$ cat src/rtl/pulse_stretcher.sv
// Pulse stretcher: turns single-cycle event strobes into level pulses of
// programmable width, queueing events that arrive while a pulse is in flight.
module pulse_stretcher #(
  parameter int CNT_W  = 4,
  parameter int PEND_W = 3
) (
  input  logic              CLK,
  input  logic              RST,
  input  logic              PULSE_IN,
  input  logic [CNT_W-1:0]  STRETCH_LEN,
  input  logic              CLR_OVF,
  output logic              LVL_OUT,
  output logic              BUSY,
  output logic [PEND_W-1:0] PEND_CNT,
  output logic              OVERFLOW
);

  typedef enum logic [1:0] {
    ST_IDLE = 2'd0,
    ST_HIGH = 2'd1,
    ST_GAP  = 2'd2
  } state_t;

  localparam logic [CNT_W-1:0]  HOLD_ZERO = {CNT_W{1'b0}};
  localparam logic [CNT_W-1:0]  HOLD_ONE  = {{(CNT_W-1){1'b0}}, 1'b1};
  localparam logic [PEND_W-1:0] PEND_ZERO = {PEND_W{1'b0}};
  localparam logic [PEND_W-1:0] PEND_ONE  = {{(PEND_W-1){1'b0}}, 1'b1};
  localparam logic [PEND_W-1:0] PEND_MAX  = {PEND_W{1'b1}};

  state_t            state_r, state_nxt_s;
  logic [CNT_W-1:0]  hold_r, hold_nxt_s, len_m1_s;
  logic [PEND_W-1:0] pend_r, pend_nxt_s;
  logic              ovf_r, ovf_nxt_s;
  logic              lvl_r, lvl_nxt_s;
  logic              busy_r, busy_nxt_s;
  logic              direct_s, inc_s, dec_s, drop_s;

  // State, counters and registered outputs
  always_ff @(posedge CLK or negedge RST) begin
    if (!RST) begin
      state_r <= ST_IDLE;
      hold_r  <= HOLD_ZERO;
      pend_r  <= PEND_ZERO;
      ovf_r   <= 1'b0;
      lvl_r   <= 1'b0;
      busy_r  <= 1'b0;
    end else begin
      state_r <= state_nxt_s;
      hold_r  <= hold_nxt_s;
      pend_r  <= pend_nxt_s;
      ovf_r   <= ovf_nxt_s;
      lvl_r   <= lvl_nxt_s;
      busy_r  <= busy_nxt_s;
    end
  end

  // Next state, hold count, pending queue and overflow flag
  always_comb begin
    state_nxt_s = state_r;
    hold_nxt_s  = hold_r;
    pend_nxt_s  = pend_r;
    drop_s      = 1'b0;
    // A zero length still yields a one-cycle pulse
    if (STRETCH_LEN == HOLD_ZERO) begin
      len_m1_s = HOLD_ZERO;
    end else begin
      len_m1_s = STRETCH_LEN - HOLD_ONE;
    end

    case (state_r)
      ST_IDLE: begin
        if (PULSE_IN) begin
          state_nxt_s = ST_HIGH;
          hold_nxt_s  = len_m1_s;
        end else begin
          state_nxt_s = ST_IDLE;
        end
      end
      ST_HIGH: begin
        if (hold_r != HOLD_ZERO) begin
          hold_nxt_s = hold_r - HOLD_ONE;
        end else begin
          state_nxt_s = ST_GAP;
        end
      end
      ST_GAP: begin
        if ((pend_r != PEND_ZERO) || PULSE_IN) begin
          state_nxt_s = ST_HIGH;
          hold_nxt_s  = len_m1_s;
        end else begin
          state_nxt_s = ST_IDLE;
        end
      end
      default: begin
        state_nxt_s = ST_IDLE;
        hold_nxt_s  = HOLD_ZERO;
      end
    endcase

    // An input event bypasses the queue only when nothing is waiting ahead of it
    direct_s = PULSE_IN && ((state_r == ST_IDLE) ||
                            ((state_r == ST_GAP) && (pend_r == PEND_ZERO)));
    inc_s    = PULSE_IN && !direct_s;
    dec_s    = (state_r == ST_GAP) && (pend_r != PEND_ZERO);

    case ({inc_s, dec_s})
      2'b10: begin
        if (pend_r != PEND_MAX) begin
          pend_nxt_s = pend_r + PEND_ONE;
        end else begin
          drop_s = 1'b1;
        end
      end
      2'b01:   pend_nxt_s = pend_r - PEND_ONE;
      default: pend_nxt_s = pend_r;
    endcase

    if (drop_s) begin
      ovf_nxt_s = 1'b1;
    end else if (CLR_OVF) begin
      ovf_nxt_s = 1'b0;
    end else begin
      ovf_nxt_s = ovf_r;
    end
  end

  // Output values derived from the upcoming state
  always_comb begin
    lvl_nxt_s  = (state_nxt_s == ST_HIGH);
    busy_nxt_s = (state_nxt_s != ST_IDLE) || (pend_nxt_s != PEND_ZERO);
  end

  assign LVL_OUT  = lvl_r;
  assign BUSY     = busy_r;
  assign PEND_CNT = pend_r;
  assign OVERFLOW = ovf_r;

endmodule

$ cat config.mk
export PLATFORM = sky130hd
export DESIGN_NAME = pulse_stretcher
export DESIGN_NICKNAME = d
export VERILOG_FILES = /design/src/rtl/pulse_stretcher.sv
export SDC_FILE = /design/constraint.sdc
export NUM_CORES = 1
export LEC_CHECK = 0
export CAP_MARGIN = 0
export CORE_MARGIN = 8
export CORE_UTILIZATION = 45
export CTS_BUF_LIST = sky130_fd_sc_hd__clkbuf_8
export CTS_CLUSTER_SIZE = 24
export DETAILED_ROUTE_END_ITERATION = 8
export PLACE_DENSITY = 0.74
export SYNTH_ARGS = -nofsm -noshare
export SYNTH_HDL_FRONTEND = slang
export SYNTH_SLANG_ARGS = --single-unit
export TNS_END_PERCENT = 5
$ cat constraint.sdc
create_clock -name CLK -period 7.1 [get_ports CLK]
set_input_delay 1.065 -clock CLK [delete_from_list [all_inputs] [get_ports CLK]]
set_output_delay 1.065 -clock CLK [all_outputs]
set_load 0.01 [all_outputs]
==> flow_metrics.env <==
export IMPL_wl_per_cell_microns=13.53
export IMPL_fin_worst_skew_ns=0.004511
export IMPL_async_reset_ff_share_pct=100.0
export IMPL_pre_cts_ws_ns=4.045
export IMPL_synth_edf_count=0
export IMPL_cts_root_buf="clkbuf_8"
export IMPL_status="complete, no violations"
export IMPL_cts_setup_buffers=0
export IMPL_grt_ovfl_total=0
export IMPL_vias_per_cell=5.387
export IMPL_critPathLaunch="PULSE_IN"
export IMPL_synth_area_leader_cell="dfrtp_1"
export IMPL_regToRegEndpoint="BUSY"
export IMPL_r2r_start="PEND_CNT[0]"
export IMPL_maxCapViolations=0
export IMPL_cts_hold_buffers=0
export IMPL_io_pins=14
export IMPL_clk_pin_slew_worst_paths_ns=0.05
export IMPL_synth_area_sq_um=787.0
export IMPL_die_h_microns=57.82
export IMPL_crit_required_ns=7.20
export IMPL_num_vias=641
export IMPL_tns_ns=0
export IMPL_synth_cell_types=24
export IMPL_start_kind="input pin"
export IMPL_die_w_microns=57.82
export IMPL_gp_congestion=0.8038
export IMPL_crit_path_top_delay_cell="clkdlybuf4s50_1"
export IMPL_crit_end="BUSY"
export IMPL_p_leak_nw=0.4563
export IMPL_avgSynthCellArea_sq_um=9.151
export IMPL_dieArea_sq_um=3343
export IMPL_synthCells=86
export IMPL_hold_ws_ns=0.5241
export IMPL_grt_max_degree=13
export IMPL_ys_warn_count=0
export IMPL_crit_chain="clkdlybuf4s50_1, o21ai_0, ha_1, nor2b_1, mux2i_1, o21ai_1, or4_1"
export IMPL_fmax_ghz=0.3534
export IMPL_cts_sinks=12
export IMPL_yosys_top_cells_area="dfrtp_1 38%, ha_1 14%, inv_1 5.7%, nor2b_1 4.8%, nor3_1 3.8%"
export IMPL_r2r_slack_ns=4.45
export IMPL_drtIter0Drc=6
export IMPL_grt_pass1_vias=673
export IMPL_relSlewSlack_pct=62.75
export IMPL_drt_first_pass_iters=4
export IMPL_diodes=0
export IMPL_antenna_found_initial=0
export IMPL_cts_tree="done"
export IMPL_nets=120
export IMPL_grt_first_pass_wirelength_mm=2.967
export IMPL_hold_class="reg2reg"
export IMPL_tightest_slew_ns=0.5570
export IMPL_synth_seq_cells=12
export IMPL_clockBufferDepth=2
export IMPL_period_needed_ns=2.830
export IMPL_yosysTopAreaCellShare_pct=38.16
export IMPL_drc=0
export IMPL_track_usage_pct=11.19
export IMPL_rows=15
export IMPL_cts_resized_gates=0
export IMPL_area_growth_pct=25.28
export IMPL_ant_nets=0
export IMPL_wirelength_mm=1.610
export IMPL_ys_seq_area_share_pct=38.16
export IMPL_syn_num_nets=103
export IMPL_setup_ws_ns=4.270
export IMPL_cp_data_arrival_time_ns=2.93
export IMPL_rsz0062_at_grt="false"
export IMPL_criticalPathCategory="in2reg"
export IMPL_stdcell_count=119
export IMPL_synth_top_cells_by_count="12 x dfrtp_1, 12 x inv_1, 9 x ha_1"
export IMPL_yosys_most_used_dff="dfrtp_1"
export IMPL_drive_above_1_share_pct=5.882
export IMPL_start_util_pct=46.59
export IMPL_path_max_fanout=7
export IMPL_report_final_setup_viol=0
export IMPL_hold_viol=0
export IMPL_portBuffers=13
export IMPL_clk_latency_ns=0.24
export IMPL_placedCellCount=115
export IMPL_hpwl_mm=1.275
export IMPL_numCtsBuffers=3
export IMPL_vdd_ir_drop_max_mv=0.2191
export IMPL_cts_max_level=1
export IMPL_fillCellCount=157
export IMPL_p_per_area_nw_per_um2=385.1
export IMPL_min_period_over_period_pct=39.86
export IMPL_coreArea_sq_um=1689
export IMPL_slew_violations=0
export IMPL_slowest_delay_ns=0.52
export IMPL_rr_worst_depth=11
export IMPL_total_power_mw=0.3796
export IMPL_endpoint_kind="flop"
[state kept, by name (all words and copies together) (netlist names)]
register and cells:
BUSY 1, LVL_OUT 1, OVERFLOW 1, PEND_CNT 3
hold_r 4, state_r 2
[through the flow]
stage | cell area [sq um] | utilization, %
finish | 985.9 | 58.37
global route | 985.9 | 58.37
CTS | 985.9 | 58.37
detailed placement | 930.9 | 55.11
global placement | 930.9 | 55.11
floorplan | 787.0 | -
[cells in the final DEF, fill, tap and decap left out, types with 2 or more instances in the layout]
cell,count
clkbuf_8,4
nand2_1,4
ha_1,9
clkdlybuf4s50_1,13
nor3_1,6
nor2_1,6
nor2b_1,6
o21ai_1,2
dfrtp_1,12
nand2b_1,3
o21bai_1,2
o21ai_0,4
inv_1,12
o32a_1,3
mux2i_1,2
a21oi_1,5
[final cells by class]
class / count / area [sq um] / share of cell area, %
Clock buffer: 4 / 55.05 / 5.584
Inverter: 12 / 45.04 / 4.569
Tap cell: 17 / 21.27 / 2.157
Multi-Input combinational cell: 61 / 434.2 / 44.04
Timing Repair Buffer: 13 / 130.1 / 13.20
Sequential cell: 12 / 300.3 / 30.46
[where the power goes]
group          internal (mW)  switching [mW]  total, mW
Clock                 0.0489          0.0246     0.0736
Sequential            0.0971          0.0267      0.124
Combinational         0.0927          0.0896      0.182
Total                  0.239           0.141      0.380
[logic make-up (layout without fill, tap and decap cells)]
group / Yosys count / after routing / share of synthesized area (%)
simple gates: 29 / 29 / 20.67
compound gates: 21 / 21 / 17.65
buf+inv: 13 / 29 / 6.677
flops: 12 / 12 / 38.16
fa+ha+maj: 9 / 9 / 14.31
mux: 2 / 2 / 2.544
[worst min-delay path by stage]
stage,to,cells after the start,slack [ns],from
finish,OVERFLOW,2,0.52,OVERFLOW
global route,hold_r[1],1,0.57,hold_r[1]
CTS,OVERFLOW,2,0.53,OVERFLOW
detailed placement,OVERFLOW,2,0.52,OVERFLOW
global placement,OVERFLOW,2,0.52,OVERFLOW
floorplan,hold_r[3],2,0.48,hold_r[3]
[critical path, delay by kind of cell]
kind | cells | cell delay [ns]
AND/OR/NAND/NOR | 2 | 0.56
buffers and inverters | 1 | 0.52
adder cells (fa/ha/maj) | 1 | 0.42
AO/OA/AOI/OAI | 2 | 0.22
multiplexers | 1 | 0.15
[per-layer routing]
metal | part of all wire, % | GRT usage, % | routed length, microns
met5 | 0 | 0 | 0
met1 | 48 | 14.21 | 772
met3 | 5.7 | 4.415 | 92
met4 | 0 | 2.797 | 0
met2 | 46 | 17.20 | 744
(Power assumes the default switching activity.)
